`src/rtl/div_if.sv`:
```
// Request/response bundle between a pipeline stage and the iterative divider.
interface div_if;
    logic        signed_div_i;
    logic [31:0] opdata1_i;
    logic [31:0] opdata2_i;
    logic        start_i;
    logic        annul_i;
    logic [63:0] result_o;
    logic        ready_o;

    modport master (
        output signed_div_i, opdata1_i, opdata2_i, start_i, annul_i,
        input  result_o, ready_o
    );

    modport slave (
        input  signed_div_i, opdata1_i, opdata2_i, start_i, annul_i,
        output result_o, ready_o
    );
endinterface

```
`src/rtl/div.sv`:
```
// 32-bit restoring divider, one quotient bit per cycle; result {remainder, quotient}
// is presented 33 cycles after start and held until start drops.
module div (
    input  logic clk,
    input  logic rst,
    div_if.slave bus
);
    typedef enum logic [1:0] {DIV_FREE, DIV_BY_ZERO, DIV_ON, DIV_END} state_t;

    state_t      state;
    state_t      state_next;
    logic [5:0]  cnt;
    logic [31:0] rem;
    logic [31:0] quot;
    logic [31:0] divisor;
    logic        neg_quot;
    logic        neg_rem;
    logic [63:0] result;

    logic [31:0] op1_abs;
    logic [31:0] op2_abs;
    logic [32:0] partial;
    logic [32:0] diff;
    logic [31:0] quot_fix;
    logic [31:0] rem_fix;

    always_comb begin
        op1_abs  = (bus.signed_div_i && bus.opdata1_i[31]) ? 32'd0 - bus.opdata1_i : bus.opdata1_i;
        op2_abs  = (bus.signed_div_i && bus.opdata2_i[31]) ? 32'd0 - bus.opdata2_i : bus.opdata2_i;
        partial  = {rem, quot[31]};
        // rem < divisor keeps partial < 2*divisor, so bit 32 of diff is a clean borrow flag
        diff     = partial - {1'b0, divisor};
        quot_fix = neg_quot ? 32'd0 - quot : quot;
        rem_fix  = neg_rem  ? 32'd0 - rem  : rem;
    end

    always_ff @(posedge clk or posedge rst) begin
        if (rst) state <= DIV_FREE;
        else     state <= state_next;
    end

    always_comb begin
        state_next = state;
        case (state)
            DIV_FREE:
                if (bus.start_i && !bus.annul_i)
                    state_next = (bus.opdata2_i == 32'd0) ? DIV_BY_ZERO : DIV_ON;
            DIV_BY_ZERO:
                state_next = bus.annul_i ? DIV_FREE : DIV_END;
            DIV_ON:
                if (bus.annul_i)       state_next = DIV_FREE;
                else if (cnt == 6'd32) state_next = DIV_END;
            DIV_END:
                if (!bus.start_i) state_next = DIV_FREE;
            default:
                state_next = DIV_FREE;
        endcase
    end

    always_ff @(posedge clk or posedge rst) begin
        if (rst) begin
            cnt      <= '0;
            rem      <= '0;
            quot     <= '0;
            divisor  <= '0;
            neg_quot <= 1'b0;
            neg_rem  <= 1'b0;
            result   <= '0;
        end else begin
            case (state)
                DIV_FREE:
                    if (bus.start_i && !bus.annul_i) begin
                        cnt      <= '0;
                        rem      <= '0;
                        quot     <= op1_abs;
                        divisor  <= op2_abs;
                        neg_quot <= bus.signed_div_i & (bus.opdata1_i[31] ^ bus.opdata2_i[31]);
                        neg_rem  <= bus.signed_div_i & bus.opdata1_i[31];
                        result   <= '0;
                    end
                DIV_BY_ZERO:
                    result <= '0;
                DIV_ON:
                    if (bus.annul_i) begin
                        cnt <= '0;
                    end else if (cnt == 6'd32) begin
                        result <= {rem_fix, quot_fix};
                    end else begin
                        rem  <= diff[32] ? partial[31:0] : diff[31:0];
                        quot <= {quot[30:0], ~diff[32]};
                        cnt  <= cnt + 6'd1;
                    end
                DIV_END:
                    if (!bus.start_i) result <= '0;
                default: ;
            endcase
        end
    end

    always_comb begin
        bus.ready_o  = (state == DIV_END);
        bus.result_o = (state == DIV_END) ? result : '0;
    end
endmodule

```
`src/flat_wrapper.sv`:
```
// flat-port wrapper written by rule: the top's interface ports become plain ports
module div_flat 
  (clk, rst, bus_signed_div_i, bus_opdata1_i, bus_opdata2_i, bus_start_i, bus_annul_i, bus_result_o, bus_ready_o);
  div_if bus_i ();
  input  logic clk;
  input  logic rst;
  input wire logic [$bits(bus_i.signed_div_i)-1:0] bus_signed_div_i;
  input wire logic [$bits(bus_i.opdata1_i)-1:0] bus_opdata1_i;
  input wire logic [$bits(bus_i.opdata2_i)-1:0] bus_opdata2_i;
  input wire logic [$bits(bus_i.start_i)-1:0] bus_start_i;
  input wire logic [$bits(bus_i.annul_i)-1:0] bus_annul_i;
  output wire logic [$bits(bus_i.result_o)-1:0] bus_result_o;
  output wire logic [$bits(bus_i.ready_o)-1:0] bus_ready_o;
  assign bus_i.signed_div_i = bus_signed_div_i;
  assign bus_i.opdata1_i = bus_opdata1_i;
  assign bus_i.opdata2_i = bus_opdata2_i;
  assign bus_i.start_i = bus_start_i;
  assign bus_i.annul_i = bus_annul_i;
  assign bus_result_o = bus_i.result_o;
  assign bus_ready_o = bus_i.ready_o;
  div u_core (.clk(clk), .rst(rst), .bus(bus_i));
endmodule
```
`config.mk`:
```
export PLATFORM = sky130hd
export DESIGN_NAME = div_flat
export DESIGN_NICKNAME = d
export VERILOG_FILES = /design/src/rtl/div_if.sv /design/src/rtl/div.sv /design/src/flat_wrapper.sv
export SDC_FILE = /design/constraint.sdc
export NUM_CORES = 1
export LEC_CHECK = 0
export BUFFER_PORTS_ARGS = -buffer_cell sky130_fd_sc_hd__buf_2
export CORE_MARGIN = 2
export CORE_UTILIZATION = 60
export CTS_BUF_LIST = sky130_fd_sc_hd__clkbuf_8 sky130_fd_sc_hd__clkbuf_16
export DETAILED_ROUTE_END_ITERATION = 8
export PLACE_DENSITY = 0.82
export SLEW_MARGIN = 5
export SYNTH_ARGS = -nofsm -noshare
export SYNTH_HDL_FRONTEND = slang
export SYNTH_SLANG_ARGS = --single-unit
```
`constraint.sdc`:
```
create_clock -name clk -period 7.9 [get_ports clk]
set_clock_uncertainty 0.15 [all_clocks]
set_input_delay 2.37 -clock clk [delete_from_list [all_inputs] [get_ports clk]]
set_output_delay 2.37 -clock clk [all_outputs]
set_load 0.005 [all_outputs]
```
==> run summary <==
The logs give 12400 sq um for the instance area after placement and 4.97 ns for the data arrival time of the critical path. The analysis attributes to net switching a power of 1890 uW. At the pin with the least slew margin, the transition time is 1.01 ns. The number of hold buffers added after CTS was 0. Power spread over the standard cell area amounts to 321 nW/um^2. Worst slew margin relative to its limit: 32.3%.

The critical path goes through buf_2 -> or3_1 -> nor4_1 -> and2_1 -> nor3b_1 -> nand2_1 -> o21ai_0 -> xor2_1 -> o21ai_0. The largest single stage delay on the critical path is 0.59 ns. The post-layout minimum cycle time works out to 4.85 ns. The multiplexer share of the synthesized area was 2.25%; the aggregate negative setup slack was 0 ns. The height of the die is 143 um. The congestion estimate from routability-driven global placement came to 0.953. The number of synthesized flops with an enable pin was 0; the combinational cell fraction of total power was 49.4%. Counting flops and latches in the post-synthesis netlist gives 170. The total count of hold-check failures in the final report was 0; the xor-xnor portion of the synthesized cell area was 11.1%. The worst min-delay path class was register to register. Buffers placed on the I/O ports in this run total 133.

Setup repair after global routing left no endpoint under its margin. The tools report the static leakage as 0.00596 uW. The critical-path cell with the highest stage delay is nor4_1. Per report_power, the sequential group accounts for 31.9% of the total. The starting density of the core is 61.7%, and the wire length reported by the detailed router is 28700 um. The post-route cell area is 13000 sq um, and the wire length per cell is 16.2 um. Setup violations remaining at the end of the flow were counted as 0. For the final global-route overflow total, the log shows 0.

The adder and majority cell fraction of the synthesized area is 4.59%. At the later pin of the worst-skew pair, clock insertion delay measures 0.43 ns. The logs give 170 for the number of sinks on the clock net and 11600 sq um for the post-synth design cell area. The floorplan step set the die width to 143 um. After detailed routing, the number of remaining DRC violations is 0. Once the clock tree was built, the resizer swapped 0 gates to a different size.

The main combinational cell family by area after synthesis is compound AO/OA/AOI/OAI gates. The full die area is 20500 sq um, and the switching part of the total power is 45.4%. The logs give 2270 uW for the internal power and 134 for the number of top-level design ports.

Per report_power, the clock group accounts for 18.7% of the total. Most used flip-flop cell after synthesis: dfrtp_1. The core footprint was 18800 sq um. The maximum number of buffers from clock root to sink was 2. The run gives 0 as the max-capacitance violation count. The peak clock frequency supported by timing was 0.206 GHz; the synthesis-to-finish area growth was 11.6%.

The run gives 50 as the cell row count. Total power for the finished layout comes to 4160 uW. After detailed routing, the number of vias per cell comes to 5.88.

For the number of global-route vias before repair, the log shows 9774. The clock tree synthesis step divided the H-tree into 4 levels. The library cell used as clock root buffer was clkbuf_16.

The buffers inserted during post-CTS setup optimization was 0; the initial antenna violation count was 0. The number of cells produced by synthesis was 1418; the net count after synthesis was 1529. The startpoint of the lowest-slack hold path is u_core.result[14].

The run gives 29.3% as the global-route usage over all layers. The share of async-settable or async-resettable flops after synthesis is 100%, and the number of nets in the final layout is 1617. The worst setup path is of the input pin to register kind. The run gives 0 as the max-slew violation count.

After clock tree synthesis, the clock-pin slew on the worst setup and hold paths is 0.07 ns. The post-route netlist has 12.5% of its cells at a drive strength greater than 1. After the flow finishes, the layout carries non-filler instances totaling 1779. The warning count from the yosys run is 0, and the number of buffers created by CTS is 17. The detailed router finished its first iteration with 832 violations. The run finished with clean final reports. The startpoint identified for the worst register-to-register timing path is u_core.rem[21]. The count of nets left with antenna violations once routing finished came out at 0. Launching element type of the critical path: an input pin.

The endpoint type of the worst setup path is a register. The cell type with the highest occurrence count on the critical path was o21ai_0. The most critical setup path has its startpoint at bus_opdata2_i[3]. Including well taps, the total number of placed cells is 1747.

In this run the worst path has a maximum fanout of 6. The wire length of the first global-routing pass was 48300 um. The number of diodes added for antenna fixing is 0. The top cell types in the final layout, fill and taps aside, are 221 x nand2_1, 197 x o21ai_0, 170 x dfrtp_1. The worst path uses 61.4% of the clock period.

Across the VDD grid, the largest voltage drop is 0.324 mV. The compound-cell area share of the yosys netlist is 21.0%. Leaving out fill and tap cells, the most frequent cell in the layout is nand2_1. Detailed placement ended at an HPWL of 20900 um.

For this run, the register share of the synthesized area comes to 36.6%. Averaged over all synthesized cells, the footprint is 8.20 sq um. After Yosys synthesis, and, or, nand and nor cells account for 20.3% of the synthesized area. Synthesis instantiated 61 different standard cells from the library. Before antenna repair, the detailed router went through 5 iterations.

The logs give 10500 for the routed via count and 8.02 ns for the data required time of the worst path. TritonCTS built the clock tree. The maximum number of pins on one net before global-route repair came out at 102.
-- cell families after synthesis --
| logic type | Yosys count |
|---|---|
| xor+xnor | 147 |
| simple gates | 490 |
| mux | 26 |
| fa+ha+maj | 42 |
| buf+inv | 132 |
| flops | 170 |
| compound gates | 411 |
-- through the flow --
stage               hold slack [ns]  util [%]  worst slack, ns
floorplan                     0.290         -            0.777
global placement              0.302      66.0             2.73
detailed placement            0.312      66.0             2.62
CTS                           0.327      68.9             3.06
global route                  0.343      68.9             2.79
finish                        0.320      68.9             3.05
-- cells in the mapped netlist, drive strengths merged (4+ instances only) --
cell type	number	share of area, %
ha	41	4.4
o41ai	17	1.3
or3	23	1.2
nand3	21	0.90
o21ai	205	8.8
mux2i	25	2.2
dfrtp	170	37
xor2	97	7.3
or2	7	0.38
o31ai	30	1.9
a211oi	5	0.32
buf	9	0.29
nand2b	8	0.43
o211ai	8	0.52
a21oi	85	3.7
nor2	67	2.2
a21o	7	0.45
a22oi	7	0.45
nor2b	7	0.38
a32oi	11	0.83
nand4	9	0.48
o21a	6	0.39
nand2	222	7.2
and3	5	0.27
and2	72	3.9
or4	14	1.0
nor3	13	0.56
o311ai	4	0.30
nor3b	4	0.26
xnor2	50	3.8
nor4	10	0.54
clkbuf	64	2.1
inv	59	1.9
-- state kept, by name, summed over array words and instances, names as in the netlist --
signal,flops
u_core.cnt,6
u_core.result,64
u_core.neg_rem,1
u_core.state,2
u_core.divisor,32
u_core.rem,32
u_core.neg_quot,1
u_core.quot,32
-- layout make-up --
class	instances	area, sq um
clock buffers	18	439
repair buffers	142	733
inverters	59	226
clock inverters	14	96.3
multi-input cells	1116	6890
flip-flops and latches	170	4250
well taps	260	325
fillers	1555	5870
-- power by group through the flow --
| stage | sequential [uW] | clock [uW] | combinational, uW |
|---|---|---|---|
| after detailed placement | 1340 | 0 | 2020 |
| after floorplan | 1240 | 0 | 1630 |
| after global routing | 1360 | 823 | 2320 |
| after CTS | 1320 | 783 | 2040 |
| final | 1330 | 777 | 2060 |
| after global placement | 1320 | 0 | 1970 |
-- final timing paths --
| check | cells after the start | slack [ns] | endpoint |
|---|---|---|---|
| min | 2 | 0.32 | u_core.result[14] |
| max in group asynchronous | 3 | 4.17 | u_core.quot[6] |
| max | 9 | 3.05 | u_core.divisor[29] |
| min in group asynchronous | 2 | 1.98 | u_core.result[28] |
| max reg2reg | 9 | 4.15 | u_core.rem[1] |
| min reg2reg | 2 | 0.32 | u_core.result[14] |
-- worst max-delay path: cells and delay by family --
family,cells,cell delay (ns)
XOR/XNOR,1,0.17
AND/OR/NAND/NOR,5,1.99
buffers and inverters,1,0.12
AO/OA/AOI/OAI,2,0.31
-- layer usage --
metal | GRT usage (%) | vias to the layer above | part of all wire, %
li1 | - | 5158 | -
met2 | 44.9 | 363 | 44
met1 | 43.6 | 4878 | 48
met3 | 3.86 | 55 | 6.4
met4 | 8.65 | 0 | 2.1
met5 | 0 | - | 0
No activity file was read; power rests on OpenSTA's default activity.
